`config.mk`:
```
export PLATFORM = sky130hd
export DESIGN_NAME = fifo_uart_tx
export DESIGN_NICKNAME = d
export VERILOG_FILES = /design/src/rtl/fifo_uart_tx.sv
export SDC_FILE = /design/constraint.sdc
export NUM_CORES = 1
export LEC_CHECK = 0
export BUFFER_PORTS_ARGS = -buffer_cell sky130_fd_sc_hd__buf_2
export CORE_MARGIN = 3
export CORE_UTILIZATION = 59
export CTS_CLUSTER_DIAMETER = 50
export DETAILED_ROUTE_END_ITERATION = 10
export GPL_TIMING_DRIVEN = 0
export MAX_ROUTING_LAYER = met4
export PLACE_DENSITY_LB_ADDON = 0.05
export SETUP_SLACK_MARGIN = 0.4
export SYNTH_ARGS = -nofsm -noshare
export SYNTH_HDL_FRONTEND = slang
export SYNTH_SLANG_ARGS = --single-unit
export TNS_END_PERCENT = 30
```
`constraint.sdc`:
```
create_clock -name clk -period 2.05 [get_ports clk]
set_input_delay 0.205 -clock clk [delete_from_list [all_inputs] [get_ports clk]]
set_output_delay 0.205 -clock clk [all_outputs]
set_load 0.01 [all_outputs]
```
`src/rtl/fifo_uart_tx.sv`:
```
// fifo_uart_tx
//   Read-side consumer of a first-word-fall-through FIFO. It pops one entry at a
//   time and sends it as an asynchronous serial frame. The frame is a start bit,
//   then DATA_W data bits LSB-first, then an optional even-parity bit, then
//   STOP_BITS stop bits. Each bit lasts CLKS_PER_BIT clocks. All outputs are
//   registered.
//
// Ports
//   clk         in   FIFO read clock; the block's only clock
//   rst         in   synchronous reset, active-high
//   rdata       in   FIFO head entry, valid whenever empty=0
//   empty       in   FIFO empty flag
//   tx_en       in   allows new frames to start; the current frame always completes
//   rinc        out  one-cycle FIFO pop strobe, asserted in the first start-bit cycle
//   tx          out  serial line, idles high
//   busy        out  high whenever a frame is in progress
//   frame_done  out  one-cycle pulse in the last cycle of the last stop bit
module fifo_uart_tx #(
    parameter int DATA_W       = 4,
    parameter int CLKS_PER_BIT = 16,
    parameter bit PARITY_EN    = 1'b1,
    parameter int STOP_BITS    = 1
) (
    input  logic              clk,
    input  logic              rst,
    input  logic [DATA_W-1:0] rdata,
    input  logic              empty,
    input  logic              tx_en,
    output logic              rinc,
    output logic              tx,
    output logic              busy,
    output logic              frame_done
);

    localparam int IDX_W = $clog2(DATA_W + 2);

    localparam logic [15:0]      BAUD_LAST = 16'(CLKS_PER_BIT - 1);
    localparam logic [15:0]      BAUD_PRE  = 16'(CLKS_PER_BIT - 2);
    localparam logic [15:0]      BAUD_ONE  = 16'd1;
    localparam logic [IDX_W-1:0] DATA_LAST = IDX_W'(DATA_W - 1);
    localparam logic [IDX_W-1:0] STOP_LAST = IDX_W'(STOP_BITS - 1);
    localparam logic [IDX_W-1:0] IDX_ONE   = IDX_W'(1);

    typedef enum logic [2:0] {
        S_IDLE,
        S_START,
        S_DATA,
        S_PARITY,
        S_STOP
    } state_t;

    state_t            state_q, state_d;
    logic [15:0]       baud_q, baud_d;
    logic [IDX_W-1:0]  idx_q, idx_d;
    logic [DATA_W-1:0] shift_q, shift_d;
    logic              par_q, par_d;
    logic              tx_q, tx_d;
    logic              rinc_q, rinc_d;
    logic              busy_q, busy_d;
    logic              done_q, done_d;

    logic can_launch;
    logic bit_end;
    logic do_launch;

    assign can_launch = tx_en & ~empty;
    assign bit_end    = (baud_q == BAUD_LAST);

    always_ff @(posedge clk) begin
        if (rst) begin
            state_q <= S_IDLE;
            baud_q  <= '0;
            idx_q   <= '0;
            shift_q <= '0;
            par_q   <= 1'b0;
            tx_q    <= 1'b1;
            rinc_q  <= 1'b0;
            busy_q  <= 1'b0;
            done_q  <= 1'b0;
        end else begin
            state_q <= state_d;
            baud_q  <= baud_d;
            idx_q   <= idx_d;
            shift_q <= shift_d;
            par_q   <= par_d;
            tx_q    <= tx_d;
            rinc_q  <= rinc_d;
            busy_q  <= busy_d;
            done_q  <= done_d;
        end
    end

    always_comb begin
        state_d   = state_q;
        baud_d    = baud_q;
        idx_d     = idx_q;
        shift_d   = shift_q;
        par_d     = par_q;
        tx_d      = tx_q;
        rinc_d    = 1'b0;
        done_d    = 1'b0;
        do_launch = 1'b0;

        case (state_q)
            S_IDLE: begin
                tx_d = 1'b1;
                if (can_launch) do_launch = 1'b1;
            end

            S_START: begin
                if (bit_end) begin
                    // Present data bit 0 and pre-shift so shift_q[0] is always the next bit.
                    baud_d  = '0;
                    idx_d   = '0;
                    state_d = S_DATA;
                    tx_d    = shift_q[0];
                    shift_d = shift_q >> 1;
                end else begin
                    baud_d = baud_q + BAUD_ONE;
                end
            end

            S_DATA: begin
                if (bit_end) begin
                    baud_d = '0;
                    if (idx_q == DATA_LAST) begin
                        idx_d = '0;
                        if (PARITY_EN) begin
                            state_d = S_PARITY;
                            tx_d    = par_q;
                        end else begin
                            state_d = S_STOP;
                            tx_d    = 1'b1;
                        end
                    end else begin
                        idx_d   = idx_q + IDX_ONE;
                        tx_d    = shift_q[0];
                        shift_d = shift_q >> 1;
                    end
                end else begin
                    baud_d = baud_q + BAUD_ONE;
                end
            end

            S_PARITY: begin
                if (bit_end) begin
                    baud_d  = '0;
                    idx_d   = '0;
                    state_d = S_STOP;
                    tx_d    = 1'b1;
                end else begin
                    baud_d = baud_q + BAUD_ONE;
                end
            end

            S_STOP: begin
                tx_d = 1'b1;
                // Registered pulse: raise it one cycle early so it lands on the final cycle.
                if (idx_q == STOP_LAST && baud_q == BAUD_PRE) done_d = 1'b1;
                if (bit_end) begin
                    baud_d = '0;
                    if (idx_q == STOP_LAST) begin
                        if (can_launch) begin
                            do_launch = 1'b1;
                        end else begin
                            state_d = S_IDLE;
                            idx_d   = '0;
                        end
                    end else begin
                        idx_d = idx_q + IDX_ONE;
                    end
                end else begin
                    baud_d = baud_q + BAUD_ONE;
                end
            end

            default: begin
                state_d = S_IDLE;
                tx_d    = 1'b1;
            end
        endcase

        if (do_launch) begin
            state_d = S_START;
            shift_d = rdata;
            par_d   = ^rdata;
            tx_d    = 1'b0;
            rinc_d  = 1'b1;
            baud_d  = '0;
            idx_d   = '0;
        end
    end

    always_comb busy_d = (state_d != S_IDLE);

    assign rinc       = rinc_q;
    assign tx         = tx_q;
    assign busy       = busy_q;
    assign frame_done = done_q;

endmodule

```
==> qor.yml <==
status:
  status: "complete, no violations"
floorplanning:
  rows: 18
  coreArea_um2: 2610
  ios: 12
  dieArea_um2: 3600
  die_h_um: 60.0
  die_w_um: 60.0
  start_util_pct: 65.8
detailed_routing:
  drt-initial-drc-count: 64
  firstDrtPassIters: 4
  drc: 0
  ant_nets: 0
  m1WireLength_um: 1800
  wl_met2_um: 1960
  vias: 1581
  wl_met3_um: 259
  wl_um: 4100
  wire_per_inst_um: 15.8
  via_per_inst: 6.08
  highest_layer: "met4"
placement:
  place_congestion: 0.849
  portBuffers: 11
  dp_hpwl_um: 2750
  dp_cells: 243
  dp_worst_setup_slack_ns: 0.115
synthesis:
  syn_nets: 216
  synth_area_um2: 1720
  ys_warn_count: 0
  synthArstFlopShare_pct: 0
  synth_flop_cell: "dfxtp_1"
  synth-seq-area-share_pct: 36.1
  avgSynthCellArea_um2: 8.50
  yosys.cell_types.count: 47
  syn_inst: 202
  ys_ff_latch: 31
  synth-edff-count: 0
pwr:
  vdd_ir_drop_max_v: 0.000505
  power.leakage_uw: 0.000798
  powerDensity_nw_per_um2: 515
clocking:
  cts_buffer_depth: 2
  htree_levels: 2
  root_buffer: "clkbuf_4"
  cts_tree: "yes"
  cts.sinks: 31
  clk_pin_slew_ns: 0.09
  numCtsBuffers: 5
  cts-hold-fix-buffers: 0
  insertion_delay_ns: 0.33
timing:
  fin_crit_sh_pct: 88.6
  hold_viol_final: 0
  slew_viol_final: 0
  fin_worst_skew_ns: 0.00771
  fmax_mhz: 551
  fin_ws_ns: 0.235
  setup_violations: 0
  rsz0062_at_grt: "yes"
  tightest_slew_ns: 0.910
  maxSlewHeadroom_pct: 38.8
  period_minus_slack_ns: 1.82
  fin_setup_tns_ns: 0
run:
  max_cap_violations: 0
min_path:
  holdCritStartpoint: "rdata[3]"
  min_path_cells: 3
  holdCritPathClass: "in -> reg"
  holdPathEnd: "shift_q[3]"
grt:
  grt-ovfl-total: 0
  grt_pass1_wl_um: 6970
  grt_max_degree: 11
  antenna_found_initial: 0
  grt_use_total_pct: 27.0
  grt_pass1_vias: 1573
final_layout:
  finish.net_count: 244
  layout-drive-gt1-share_pct: 32.6
  fill_cells: 170
  stdcell_count: 260
  n_antenna_cell: 0
  area_delta_synth_final_pct: 23.4
setup_path:
  worstPathRequired_ns: 2.27
  cp_max_fo: 8
  rrSetupSlack_ns: 0.23
  cp-start-kind: "flop"
  reg2reg_from: "state_q[1]"
  r2r_end: "state_q[1]"
  critical_path_class: "reg -> reg"
  arrival_ns: 2.04
  endpoint_kind: "flop"
  ff2ff_path_depth: 5
-- layout make-up --
class	count	area, µm²	share of cell area [%]
multi-input cells	154	1140	53.8
flip-flops and latches	31	643	30.3
repair buffers	21	130	6.14
plain buffers	11	90.1	4.25
clock buffers	6	51.3	2.42
well taps	30	37.5	1.77
inverters	6	22.5	1.06
clock inverters	1	5.00	0.236
-- cells in the mapped netlist, types with 2 or more instances --
library cell / n / area share [%]
nand3_1: 10 / 2.9
xnor2_1: 5 / 2.5
nor2b_1: 3 / 1.1
nand3b_1: 2 / 0.87
o21ai_1: 2 / 0.58
dfxtp_1: 31 / 36
inv_1: 6 / 1.3
nor4_1: 3 / 1.1
xor2_1: 13 / 6.6
nand4_1: 4 / 1.5
or3_1: 2 / 0.73
nor3_1: 6 / 1.7
nor4_2: 2 / 1.5
ha_1: 6 / 4.4
clkbuf_1: 6 / 1.3
buf_2: 4 / 1.2
nand2b_1: 3 / 1.1
mux2i_1: 6 / 3.5
nand2_1: 17 / 3.7
nor2_1: 26 / 5.7
a21oi_1: 12 / 3.5
a211oi_1: 3 / 1.3
and3_1: 3 / 1.1
and4_1: 4 / 2.0
-- what timing repair did --
action | 4_1_cts | 5_1_grt
setup endpoints to repair | 30 | 30
buffers inserted | 7 | 3
pin swaps | 12 | 4
resized for setup | 34 | 15
-- how the worst max path moves through the flow --
stage,startpoint,end,cells after the start
floorplan,baud_q[1],shift_q[3],6
global placement,baud_q[8],baud_q[10],7
detailed placement,baud_q[8],baud_q[15],7
CTS,baud_q[15],state_q[0],5
global route,baud_q[10],busy,5
finish,state_q[1],state_q[1],5
-- worst max-delay path, cell delays in order (launching register included) --
cell and delay, ns:
dfxtp_2 0.33, buf_6 0.13, nor4_1 0.79, or3_1 0.25
buf_6 0.16, nor3_1 0.06
-- cells in the final DEF (no fill, tap or decap), types with 2 or more instances in the layout --
| master | n |
|---|---|
| nor2_1 | 22 |
| dfxtp_1 | 19 |
| nand2_1 | 16 |
| xor2_1 | 13 |
| buf_2 | 12 |
| nand3_1 | 10 |
| a21oi_1 | 10 |
| buf_4 | 10 |
| dfxtp_2 | 9 |
| inv_1 | 6 |
| mux2i_1 | 6 |
| clkbuf_4 | 6 |
| nor3_1 | 6 |
| xnor2_1 | 5 |
| buf_6 | 4 |
| nor4_4 | 4 |
| nand4_1 | 4 |
| clkbuf_2 | 3 |
| and3_1 | 3 |
| nand2b_1 | 3 |
| nor2b_1 | 3 |
| and4_1 | 3 |
| a211oi_1 | 3 |
| ha_1 | 3 |
| dfxtp_4 | 3 |
| nor2_2 | 2 |
| nor3b_2 | 2 |
| nand3b_1 | 2 |
| nor4_1 | 2 |
| a21oi_2 | 2 |
| clkbuf_8 | 2 |
| nor2_4 | 2 |
| ha_4 | 2 |
-- power by group --
group	total, µW	switching (µW)	leakage [µW]	internal [µW]
Clock	360	202	0.0000341	159
Sequential	619	8.17	0.000258	611
Combinational	111	62.1	0.000506	49.3
-- registers in the layout, indices dropped and copies added, names as in the netlist --
| signal | cells |
|---|---|
| frame_done | 1 |
| state_q | 3 |
| par_q | 1 |
| shift_q | 4 |
| idx_q | 3 |
| busy | 1 |
| rinc | 1 |
| baud_q | 16 |
| tx | 1 |
-- per-layer routing --
layer,global-route usage [%],vias to the layer above
met5,-,-
met4,11.1,0
met3,9.50,11
met2,42.9,47
met1,30.8,745
li1,-,778
-- kinds of logic after synthesis --
family                   Yosys count  share of synthesized area [%]
multiplexers                       6                           3.50
AND/OR/NAND/NOR                   95                           31.6
XOR/XNOR                          18                           9.18
flip-flops                        31                           36.1
AO/OA/AOI/OAI                     29                           11.0
buffers and inverters             17                           4.22
adder cells (fa/ha/maj)            6                           4.37
-- stage by stage --
step | hold WS [ns] | total power (µW) | utilization (%) | cell area, µm²
finish | 0.156 | 1090 | 81.1 | 2120
global route | 0.145 | 1150 | 81.1 | 2120
CTS | 0.142 | 1100 | 78.8 | 2060
detailed placement | 0.466 | 731 | 70.2 | 1830
global placement | 0.449 | 726 | 70.2 | 1830
floorplan | 0.366 | 701 | - | 1740
No activity file was read; power rests on OpenSTA's default activity.
